<file path="config.mk">
export PLATFORM = sky130hd
export DESIGN_NAME = instr_fetch_unit
export DESIGN_NICKNAME = d
export VERILOG_FILES = /design/src/rtl/instr_fetch_unit.sv
export SDC_FILE = /design/constraint.sdc
export NUM_CORES = 1
export LEC_CHECK = 0
export CAP_MARGIN = 20
export CORE_MARGIN = 2
export CORE_UTILIZATION = 52
export CTS_CLUSTER_DIAMETER = 50
export CTS_CLUSTER_SIZE = 8
export DETAILED_ROUTE_END_ITERATION = 8
export PLACE_DENSITY = 0.82
export SYNTH_ARGS = -nofsm -noshare
export SYNTH_HDL_FRONTEND = slang
export SYNTH_SLANG_ARGS = --single-unit
</file>
<file path="constraint.sdc">
create_clock -name clk -period 6.8 [get_ports clk]
set_input_delay 1.02 -clock clk [delete_from_list [all_inputs] [get_ports clk]]
set_output_delay 1.02 -clock clk [all_outputs]
set_load 0.01 [all_outputs]
</file>
<file path="src/rtl/instr_fetch_unit.sv">
// Instruction fetch unit: owns the fetch PC and drives the instruction memory.
// It buffers fetched words in a 2-entry FIFO and presents them to decode over
// a valid/ready handshake. Misaligned redirect targets cause a sticky fault.
module instr_fetch_unit #(
   parameter logic [31:0] RESET_PC = 32'h0000_0000
) (
   input  logic        clk,
   input  logic        reset,
   output logic [31:0] MemAddress,
   output logic        MemEnable,
   input  logic [31:0] MemReadData,
   input  logic        Redirect,
   input  logic [31:0] RedirectPC,
   output logic        InstrValid,
   input  logic        InstrReady,
   output logic [31:0] Instr,
   output logic [31:0] InstrPC,
   output logic        Fault
);

   typedef enum logic [1:0] {BOOT, RUN, FAULT} state_t;

   state_t      state, state_nxt;
   logic [31:0] fetch_pc, fetch_pc_nxt;
   logic [1:0]  count, count_nxt;
   logic [31:0] head_pc, head_pc_nxt, head_instr, head_instr_nxt;
   logic [31:0] tail_pc, tail_pc_nxt, tail_instr, tail_instr_nxt;
   logic        push, pop, flush;

   // State, fetch PC and buffer registers
   always_ff @(posedge clk or posedge reset) begin
      if (reset) begin
         state      <= BOOT;
         fetch_pc   <= RESET_PC;
         count      <= '0;
         head_pc    <= '0;
         head_instr <= '0;
         tail_pc    <= '0;
         tail_instr <= '0;
      end else begin
         state      <= state_nxt;
         fetch_pc   <= fetch_pc_nxt;
         count      <= count_nxt;
         head_pc    <= head_pc_nxt;
         head_instr <= head_instr_nxt;
         tail_pc    <= tail_pc_nxt;
         tail_instr <= tail_instr_nxt;
      end
   end

   // Next-state, redirect handling and push/pop decisions
   always_comb begin
      state_nxt      = state;
      fetch_pc_nxt   = fetch_pc;
      count_nxt      = count;
      head_pc_nxt    = head_pc;
      head_instr_nxt = head_instr;
      tail_pc_nxt    = tail_pc;
      tail_instr_nxt = tail_instr;
      push           = 1'b0;
      pop            = 1'b0;
      flush          = 1'b0;

      case (state)
         BOOT: begin
            state_nxt = RUN;
            if (Redirect) begin
               flush = 1'b1;
               if (RedirectPC[1:0] == 2'b00) fetch_pc_nxt = RedirectPC;
               else                          state_nxt    = FAULT;
            end
         end
         RUN: begin
            if (Redirect) begin
               flush = 1'b1;
               if (RedirectPC[1:0] == 2'b00) fetch_pc_nxt = RedirectPC;
               else                          state_nxt    = FAULT;
            end else begin
               pop  = (count != 2'd0) && InstrReady;
               push = (count != 2'd2) || pop;
            end
         end
         FAULT: begin
            state_nxt = FAULT;
         end
         default: begin
            state_nxt = BOOT;
         end
      endcase

      if (flush) begin
         count_nxt = '0;
      end else begin
         case ({push, pop})
            2'b11: begin
               // Count is unchanged; at count 1 the new word replaces the head,
               // at count 2 the tail moves up and the new word becomes the tail.
               if (count == 2'd1) begin
                  head_pc_nxt    = fetch_pc;
                  head_instr_nxt = MemReadData;
               end else begin
                  head_pc_nxt    = tail_pc;
                  head_instr_nxt = tail_instr;
                  tail_pc_nxt    = fetch_pc;
                  tail_instr_nxt = MemReadData;
               end
            end
            2'b01: begin
               head_pc_nxt    = tail_pc;
               head_instr_nxt = tail_instr;
               count_nxt      = count - 2'd1;
            end
            2'b10: begin
               if (count == 2'd0) begin
                  head_pc_nxt    = fetch_pc;
                  head_instr_nxt = MemReadData;
               end else begin
                  tail_pc_nxt    = fetch_pc;
                  tail_instr_nxt = MemReadData;
               end
               count_nxt = count + 2'd1;
            end
            default: ;
         endcase
      end

      if (push) fetch_pc_nxt = fetch_pc + 32'd4;
   end

   // Registered-source outputs; the instruction view is zeroed when empty
   always_comb begin
      MemAddress = fetch_pc;
      MemEnable  = (state == RUN);
      Fault      = (state == FAULT);
      InstrValid = (count != 2'd0);
      Instr      = InstrValid ? head_instr : '0;
      InstrPC    = InstrValid ? head_pc    : '0;
   end

endmodule

</file>
# Yosys cells after proc, flatten, opt, wreduce, memory -nomap -nowiden
# Index checks and enable logic that the tools add are counted.
# totals
register_bits,164
output_inout_bits,99
# op_classes
addsub,3
n_eq_ne,12
n_mux,31
bitwise_logic,1
reduce_logical,17
# ops
operator,count
2-to-1 mux 32 bit,14
one-hot mux 32 bit (3 select lines),2
one-hot mux 32 bit (2 select lines),2
"adder 32 x 3 -> 32 bit, second input constant",1
2-to-1 mux 2 bit,5
"!= test 2 bit, second input constant",5
nonzero test 2 bit,5
"== test 2 x 1 -> 1 bit, second input constant",3
"== test 2 bit, second input constant",3
logical NOT 2 bit,3
2-to-1 mux 1 bit,6
one-hot mux 2 bit (3 select lines),1
AND reduction 3 bit,2
nonzero test 3 bit,2
one-hot mux 2 bit (2 select lines),1
AND reduction 4 bit,1
"adder 2 x 1 -> 2 bit, second input constant",1
"!= test 2 x 1 -> 1 bit, second input constant",1
AND reduction 2 bit,1
OR reduction 2 bit,1
"subtractor 2 x 1 -> 2 bit, second input constant",1
logical AND 1 bit,1
logical OR 1 bit,1
NOT 1 bit,1

# Depth between registers and ports, before layout
# Gate-level depths: netlist (run 1).
# logic_depth
depth_word,8
ltp_mapped,13
depth_no_buf,10

# Worst setup path before layout (run 1)
# No wires, ideal clock.
# synth_path
kind,input to register
start,input Redirect
end,register head_instr[0]
arrival_time_ns,2.939
slack_ns,3.783
path_stages,10
path_buffers,4
path_cell_list,nand2b_1 > a21oi_4 > buf_6 > ha_1 > buf_2 > mux2i_1 > clkbuf_1 > clkbuf_1 > a22oi_1 > a21oi_1
# synth_via
elab_chain_len,5
elab_cells_between_ends,14
# synth_lines
element,line,source
from (decl),12,"input logic Redirect,"
2-to-1 mux 1 bit,74,if (Redirect) begin
2-to-1 mux 1 bit,64,case (state)
== test 2 bit / == test 2 x 1 -> 1 bit (equally long branches),94,"case ({push, pop})"
!= test 2 bit (no source line) / nonzero test 3 bit (equally long branches),n/a,
AND reduction 3 bit (no source line),n/a,
to (signal assigned),45,head_instr <= head_instr_nxt;
to (decl),26,"logic [31:0] head_pc, head_pc_nxt, head_instr, head_instr_nxt;"
# Parallel ways exist; a longest one is shown, timed or not.
# A chain may end at the register's enable or synchronous reset.

# Final worst setup path (run 1)
# layout_path
start,register count[0]
end,register head_pc[15]
# layout_via
elab_chain_len,8
elab_cells_between_ends,18
# layout_lines
element,line,source
from (decl),25,"logic [1:0] count, count_nxt;"
from (signal assigned),43,count <= count_nxt;
nonzero test 2 bit,79,pop = (count != 2'd0) && InstrReady;
logical AND 1 bit,79,
logical OR 1 bit,80,push = (count != 2'd2) || pop;
2-to-1 mux 1 bit,74,
2-to-1 mux 1 bit,64,
== test 2 bit / == test 2 x 1 -> 1 bit (equally long branches),94,
!= test 2 bit (no source line) / nonzero test 3 bit (equally long branches),n/a,
AND reduction 3 bit (no source line),n/a,
to (signal assigned),44,head_pc <= head_pc_nxt;
to (decl),26,
# Parallel ways exist; a longest one is shown, timed or not.

==> qor.tcl, run 1 <==
set qor(outcome) {completed}
set qor(cts-htree-levels) 4
set qor(num_rows) 45
set qor(gr-usage-all-layers_pct) 25.3
set qor(grt_pass1_vias) 6504
set qor(timing.hold.worst.class) {reg -> reg}
set qor(synth_compound_gate_area_share_pct) 17.2
set qor(layout.cell_area.non_filler_mm2) 0.0104
set qor(top_level_ports) 167
set qor(io_buffers) 166
set qor(ys_dominant_reg_cell) {sky130_fd_sc_hd__dfrtp_1}
set qor(place.detailed.instances) 1078
set qor(accumulated_negative_setup_slack_ps) 0
set qor(place_area_mm2) 0.00979
set qor(clock-sinks) 164
set qor(yosysWarnings) 0
set qor(avgRoutedWirePerCell_um) 18.4
set qor(synth-seq-cells) 164
set qor(postCtsSetupRepairBufs) 0
set qor(num_vias) 6641
set qor(hold_violations) 0
set qor(antenna_cells_inserted) 0
set qor(clk_root_buffer_cell) {sky130_fd_sc_hd__clkbuf_16}
set qor(path_max_fanout) 67
set qor(die_h_um) 129
set qor(synth-adder-area-share_pct) 2.01
set qor(clock-skew-final_ps) 7.88
set qor(timing.critical_path.required_ps) 7150
set qor(min_period_ps) 4280
set qor(rsz_0062_raised_after_global_routing) {false}
set qor(design.die.area_mm2) 0.0166
set qor(wire_length_of_the_first_global_routing_pass_mm) 33.0
set qor(start_kind) {flip-flop}
set qor(final.hold.worst_slack_ps) 489
set qor(cts_made_buffers) 17
set qor(leakage_nw) 4.23
set qor(post-route-util_pct) 68.4
set qor(detail_route.iter0.violations) 585
set qor(async_reset_ff_share_pct) 100
set qor(final-instance-count-excl-fill) 1111
set qor(crit_arrival_ps) 4630
set qor(insertion_delay_ps) 430
set qor(globalRouteOverflowTotal) 0
set qor(timing_worst_slew_pin_value_ps) 917
set qor(effective_utilization_at_floorplan_pct) 53.2
set qor(maximum_number_of_pins_on_one_net_before_global_route_repair) 121
set qor(avg_cell_area_syn_um2) 10.4
set qor(synth_mux_area_share_pct) 10.1
set qor(drt-total-wl_mm) 20.4
set qor(ys_types) 52
set qor(clockBufferDepth) 2
set qor(yosys.area_share.xor_xnor_pct) 0.434
set qor(cts_hold_buffers) 0
set qor(core_area_mm2) 0.0152
set qor(worst_setup_path_end_kind) {flip-flop}
set qor(post_synth_and_or_nand_nor_area_fraction_pct) 15.2
set qor(max_cap_violations) 0
set qor(worst_ir_drop_vdd_uv) 231
set qor(synth_enable_flop_cells) 0
set qor(fmaxAchievable_mhz) 234
set qor(worst-setup-path-type) {reg -> reg}
set qor(detailedPlacementHpwl_mm) 12.9
set qor(ratio_of_cells_with_drive_above_1_in_the_final_layout_pct) 13.1
set qor(final_min_period_over_clock_period_pct) 63.0
set qor(antenna_found_initial) 0
set qor(via_per_inst) 5.98
set qor(slew_violations) 0
set qor(area_growth_syn_to_layout_pct) 28.7
set qor(nNetsFinal) 992
set qor(slew_headroom_pct) 38.9
set qor(tritoncts_clock_tree) {yes}
set qor(quantity_of_gates_resized_following_cts) 0
set qor(synth.yosys.seq_area_share_pct) 50.8
set qor(netlist_instances) 777
set qor(drtPass1Iterations) 5
set qor(drt_drc_violations_left) 0
set qor(postRouteAntennaNets) 0
set qor(finalWeightedCongestion) 0.858
set qor(pwr_density_cell_mw_per_mm2) 398
set qor(setup_viol) 0
set qor(synth_top_family_by_area) {compound AO/OA/AOI/OAI gates}
set qor(synthesis.area_mm2) 0.00808
set qor(clkTransAtPathRegs_ps) 60
set qor(synth_nets) 858
set qor(die_width_um) 129
-- Yosys cell counts (2+ instances only) --
cell,number,area [um2]
sky130_fd_sc_hd__o311ai_1,4,35.0
sky130_fd_sc_hd__a32oi_1,2,17.5
sky130_fd_sc_hd__ha_1,13,163
sky130_fd_sc_hd__buf_2,14,70.1
sky130_fd_sc_hd__o211ai_1,9,67.6
sky130_fd_sc_hd__a31oi_1,5,31.3
sky130_fd_sc_hd__a211oi_1,9,67.6
sky130_fd_sc_hd__o21a_1,2,15.0
sky130_fd_sc_hd__xnor2_1,3,26.3
sky130_fd_sc_hd__buf_1,11,41.3
sky130_fd_sc_hd__nor2_1,74,278
sky130_fd_sc_hd__a221o_1,3,30.0
sky130_fd_sc_hd__nor3_1,3,15.0
sky130_fd_sc_hd__and3_1,3,18.8
sky130_fd_sc_hd__nor2b_1,72,450
sky130_fd_sc_hd__dfrtp_1,164,4100
sky130_fd_sc_hd__clkbuf_1,27,101
sky130_fd_sc_hd__mux2i_1,4,40.0
sky130_fd_sc_hd__nand4_1,12,75.1
sky130_fd_sc_hd__nand3_1,16,80.1
sky130_fd_sc_hd__o21ai_0,18,90.1
sky130_fd_sc_hd__buf_4,3,22.5
sky130_fd_sc_hd__mux2_2,69,777
sky130_fd_sc_hd__o311ai_0,8,70.1
sky130_fd_sc_hd__nand2_1,40,150
sky130_fd_sc_hd__inv_1,14,52.6
sky130_fd_sc_hd__or4_1,2,15.0
sky130_fd_sc_hd__nor4_1,2,12.5
sky130_fd_sc_hd__a22oi_1,68,510
sky130_fd_sc_hd__o21ai_1,2,10.0
sky130_fd_sc_hd__and2_1,2,12.5
sky130_fd_sc_hd__nand2b_1,5,31.3
sky130_fd_sc_hd__buf_6,4,45.0
sky130_fd_sc_hd__nor3_2,2,20.0
sky130_fd_sc_hd__a21oi_1,71,355
-- critical path: stages, from the launching register on --
cell and delay (ps):
sky130_fd_sc_hd__dfrtp_1 420, sky130_fd_sc_hd__inv_1 100, sky130_fd_sc_hd__ha_2 160, sky130_fd_sc_hd__buf_4 550, sky130_fd_sc_hd__nand2b_1 340, sky130_fd_sc_hd__a21oi_4 190
sky130_fd_sc_hd__inv_2 400, sky130_fd_sc_hd__ha_1 510, sky130_fd_sc_hd__inv_1 160, sky130_fd_sc_hd__mux2i_4 440, sky130_fd_sc_hd__buf_4 550, sky130_fd_sc_hd__a22oi_1 160
sky130_fd_sc_hd__a21oi_1 190
-- layout make-up --
class	instances	area (um2)
clock buffers	19	443
clock inverters	12	131
fillers	1128	4800
inverters	15	61.3
multi-input cells	538	3660
flip-flops and latches	164	4100
well taps	188	235
repair buffers	175	1760
-- where the power goes --
| group | total [W] | switching [W] | internal [W] |
|---|---|---|---|
| sequential | 0.00183 | 0.000407 | 0.00142 |
| clock | 0.000939 | 0.000391 | 0.000549 |
| combinational | 0.00137 | 0.000622 | 0.000745 |
-- sequential cells by signal, indices dropped and copies added (netlist names) --
| register | cells |
|---|---|
| tail_pc | 32 |
| MemAddress | 32 |
| state | 2 |
| count | 2 |
| head_instr | 32 |
| head_pc | 32 |
| tail_instr | 32 |
-- per-layer routing --
layer	global-route usage (%)	part of all wire, %
met2	41.1	49
met4	11.3	3.1
met1	33.7	43
met3	4.49	5.7
met5	0	0
-- stage by stage --
step           power (W)  worst slack, ps
2_1_floorplan    0.00264             1350
3_3_place_gp     0.00311             2410
3_5_place_dp     0.00318             2330
4_1_cts          0.00413             2590
5_1_grt          0.00439             2190
6_report         0.00414             2520
-- layout by cell type (no fill, tap or decap), types with 13 or more instances in the layout --
cell type                           n
sky130_fd_sc_hd__a21oi_1           71
sky130_fd_sc_hd__a22oi_1           68
sky130_fd_sc_hd__clkbuf_16         17
sky130_fd_sc_hd__clkdlybuf4s50_1  166
sky130_fd_sc_hd__dfrtp_1          164
sky130_fd_sc_hd__inv_1             13
sky130_fd_sc_hd__mux2_2            69
sky130_fd_sc_hd__nand2_1           40
sky130_fd_sc_hd__nand3_1           16
sky130_fd_sc_hd__nor2_1            74
sky130_fd_sc_hd__nor2b_1           72
sky130_fd_sc_hd__o21ai_0           18
-- kinds of logic (layout without fill, tap and decap cells) --
family                   after synthesis  count (layout)
AND/OR/NAND/NOR                      240             240
AO/OA/AOI/OAI                        208             208
XOR/XNOR                               4               4
multiplexers                          73              73
adder cells (fa/ha/maj)               13              13
buffers and inverters                 75             221
flip-flops                           164             164
-- worst paths after layout --
path                       slack (ps)        endpoint   startpoint  depth (start not counted)
max                              2520     head_pc[15]     count[0]                         12
min                               490     tail_pc[13]  tail_pc[13]                          2
max reg2reg                      2520     head_pc[15]     count[0]                         12
min reg2reg                       490     tail_pc[13]  tail_pc[13]                          2
max in group asynchronous        4280  head_instr[23]        reset                          3
min in group asynchronous        1170   head_instr[7]        reset                          2
No activity file was read; power rests on OpenSTA's default activity.
==> run 2, diff against run 1 <==
Clock period 6.8 ns to 3.97 ns, I/O delays scaled along.
==> run 2 against run 1 <==
- non-clock buffer count is 6 higher
- largest cell class unchanged
- maximum frequency is 37% higher
- sequential power increased by 72%
- critical endpoint is now head_pc[29]
- design area is 1.7% higher
- setup slack lost 1700 ps
==> qor.tcl, run 2 (synthesis results as in run 1) <==
set qor(path_max_fanout) 66
set qor(accumulated_negative_setup_slack_ps) 0
set qor(drtPass1Iterations) 5
set qor(timing.hold.worst.class) {reg -> reg}
set qor(leakage_nw) 4.33
set qor(clock-sinks) 164
set qor(insertion_delay_ps) 430
set qor(die_width_um) 129
set qor(io_buffers) 166
set qor(layout_commonest_cell) {sky130_fd_sc_hd__clkdlybuf4s50_1}
set qor(die_h_um) 129
set qor(num_vias) 6694
set qor(p_int_w) 0.00496
set qor(hold_start) {tail_pc[13]}
set qor(final_cell_mix) {166 x sky130_fd_sc_hd__clkdlybuf4s50_1, 164 x sky130_fd_sc_hd__dfrtp_1, 74 x sky130_fd_sc_hd__nor2_1, 72 x sky130_fd_sc_hd__nor2b_1, 71 x sky130_fd_sc_hd__a21oi_1}
set qor(crit-reg2reg-capture) {head_pc[29]}
set qor(crit_family) {buffers and inverters}
set qor(gr-usage-all-layers_pct) 26.7
set qor(p_seq_share_pct) 42.4
set qor(num_rows) 45
set qor(nNetsFinal) 998
set qor(clkTransAtPathRegs_ps) 60
set qor(wire_length_of_the_first_global_routing_pass_mm) 34.5
set qor(cts_hold_buffers) 0
set qor(start_kind) {flip-flop}
set qor(worst_r2r_startpoint) {state[1]}
set qor(core_area_mm2) 0.0152
set qor(cts_made_buffers) 17
set qor(holdPathStages) 2
set qor(clk_root_buffer_cell) {sky130_fd_sc_hd__clkbuf_16}
set qor(final.hold.worst_slack_ps) 485
set qor(timing.critical_path.required_ps) 4310
set qor(area_growth_syn_to_layout_pct) 30.9
set qor(worst_ir_drop_vdd_uv) 412
set qor(worst_r2r_path_depth) 11
set qor(slew_violations) 0
set qor(worst_setup_path_end_kind) {flip-flop}
set qor(via_per_inst) 5.99
set qor(effective_utilization_at_floorplan_pct) 53.2
set qor(timing_worst_slew_pin_value_ps) 878
set qor(grt_pass1_vias) 6731
set qor(critical_path.max_stage_delay_ps) 400
set qor(crit_arrival_ps) 3460
set qor(min_period_ps) 3110
set qor(design.die.area_mm2) 0.0166
set qor(cts-htree-levels) 4
set qor(setup_viol) 0
set qor(whs_endpoint) {tail_pc[13]}
set qor(fmaxAchievable_mhz) 321
set qor(power.clock.fraction_pct) 25.4
set qor(max_cap_violations) 0
set qor(maximum_number_of_pins_on_one_net_before_global_route_repair) 69
set qor(multi_input_gate_area_mm2) 0.00366
set qor(quantity_of_gates_resized_following_cts) 0
set qor(critical_path.n_buffers_inverters) 4
set qor(switching_share_pct) 32.9
set qor(pwr_density_cell_mw_per_mm2) 699
set qor(detailedPlacementHpwl_mm) 13.6
set qor(timing.critical_path.slowest_stage_cell) {sky130_fd_sc_hd__dfrtp_1}
set qor(postCtsSetupRepairBufs) 0
set qor(top_level_ports) 167
set qor(tritoncts_clock_tree) {yes}
set qor(register_area_mm2) 0.00410
set qor(clock-skew-final_ps) 6.69
set qor(outcome) {completed}
set qor(detail_route.iter0.violations) 518
set qor(drt_drc_violations_left) 0
set qor(series_of_cell_instances_along_the_critical_path) {inv_1 > ha_1 > nand2b_1 > nor2_1 > inv_1 > ha_1 > a211oi_4 > buf_12 > buf_4 > nor2_1 > a21oi_1}
set qor(antenna_found_initial) 0
set qor(postRouteAntennaNets) 0
set qor(slew_headroom_pct) 41.2
set qor(reg2reg_setup_slack_ps) 860
set qor(rsz_0062_raised_after_global_routing) {false}
set qor(hold_violations) 0
set qor(finalWeightedCongestion) 0.853
set qor(final_min_period_over_clock_period_pct) 78.5
set qor(drt-total-wl_mm) 21.2
set qor(clockBufferDepth) 2
set qor(ratio_of_cells_with_drive_above_1_in_the_final_layout_pct) 13.5
set qor(antenna_cells_inserted) 0
set qor(worst-setup-path-type) {reg -> reg}
set qor(avgRoutedWirePerCell_um) 19.0
set qor(fillers) 1099
set qor(switching_power_w) 0.00243
set qor(power.combinational.fraction_pct) 32.2
set qor(globalRouteOverflowTotal) 0
==> run 2: cell count changes in the layout (fill, tap and decap cells not counted), sizes merged <==
cell	delta
buf	+6
bufinv	+4
clkbuf	+4
inv	-3
clkinv	-2
clkinvlp	-2
==> run 2: cell type report <==
cell class              instances  area share [%]
flip-flops and latches        164            38.8
multi-input cells             538            34.7
repair buffers                181            17.4
clock buffers                  23            4.52
well taps                     188            2.22
clock inverters                 9            1.87
inverters                      15           0.568
==> run 2: metal layers <==
metal | vias to the layer above | part of all wire, % | GRT usage [%]
met1 | 3306 | 41 | 34.8
met4 | 0 | 2.3 | 9.40
met3 | 37 | 6.7 | 6.40
met5 | - | 0 | 0
li1 | 3066 | - | -
met2 | 285 | 50 | 44.0
==> run 2: power groups by stage <==
stage / Clock [W] / Sequential, W / Combinational, W
3_3_place_gp: 0 / 0.00311 / 0.00227
4_1_cts: 0.00190 / 0.00312 / 0.00239
6_report: 0.00188 / 0.00314 / 0.00238
2_1_floorplan: 0 / 0.00293 / 0.00160
3_5_place_dp: 0 / 0.00313 / 0.00236
5_1_grt: 0.00197 / 0.00325 / 0.00263
==> run 2: worst max-delay path by stage <==
stage / start / end / slack, ps / cells after the start
after CTS: state[1] / head_pc[29] / 860 / 11
after global placement: Redirect / head_pc[23] / 680 / 10
after detailed placement: Redirect / head_instr[4] / 540 / 10
final: state[1] / head_pc[29] / 860 / 11
after floorplan: state[1] / head_instr[0] / 1240 / 12
after global routing: state[1] / head_pc[28] / 520 / 11
==> run 2: worst min-delay path, delay by kind of cell (launching register included) <==
kind / cells / cell delay (ps)
flops: 1 / 350
simple gates: 1 / 50
compound gates: 1 / 60
==> run 2: per-stage QoR <==
stage	instance area, um2	power [W]	setup slack (ps)	std cells	utilization [%]
after floorplan	8080	0.00453	1240	777	-
after global placement	9900	0.00538	682	1086	65.1
after global routing	10600	0.00784	524	1118	69.6
after CTS	10600	0.00741	863	1118	69.6
final	10600	0.00739	855	1118	69.6
after detailed placement	9900	0.00549	539	1086	65.1
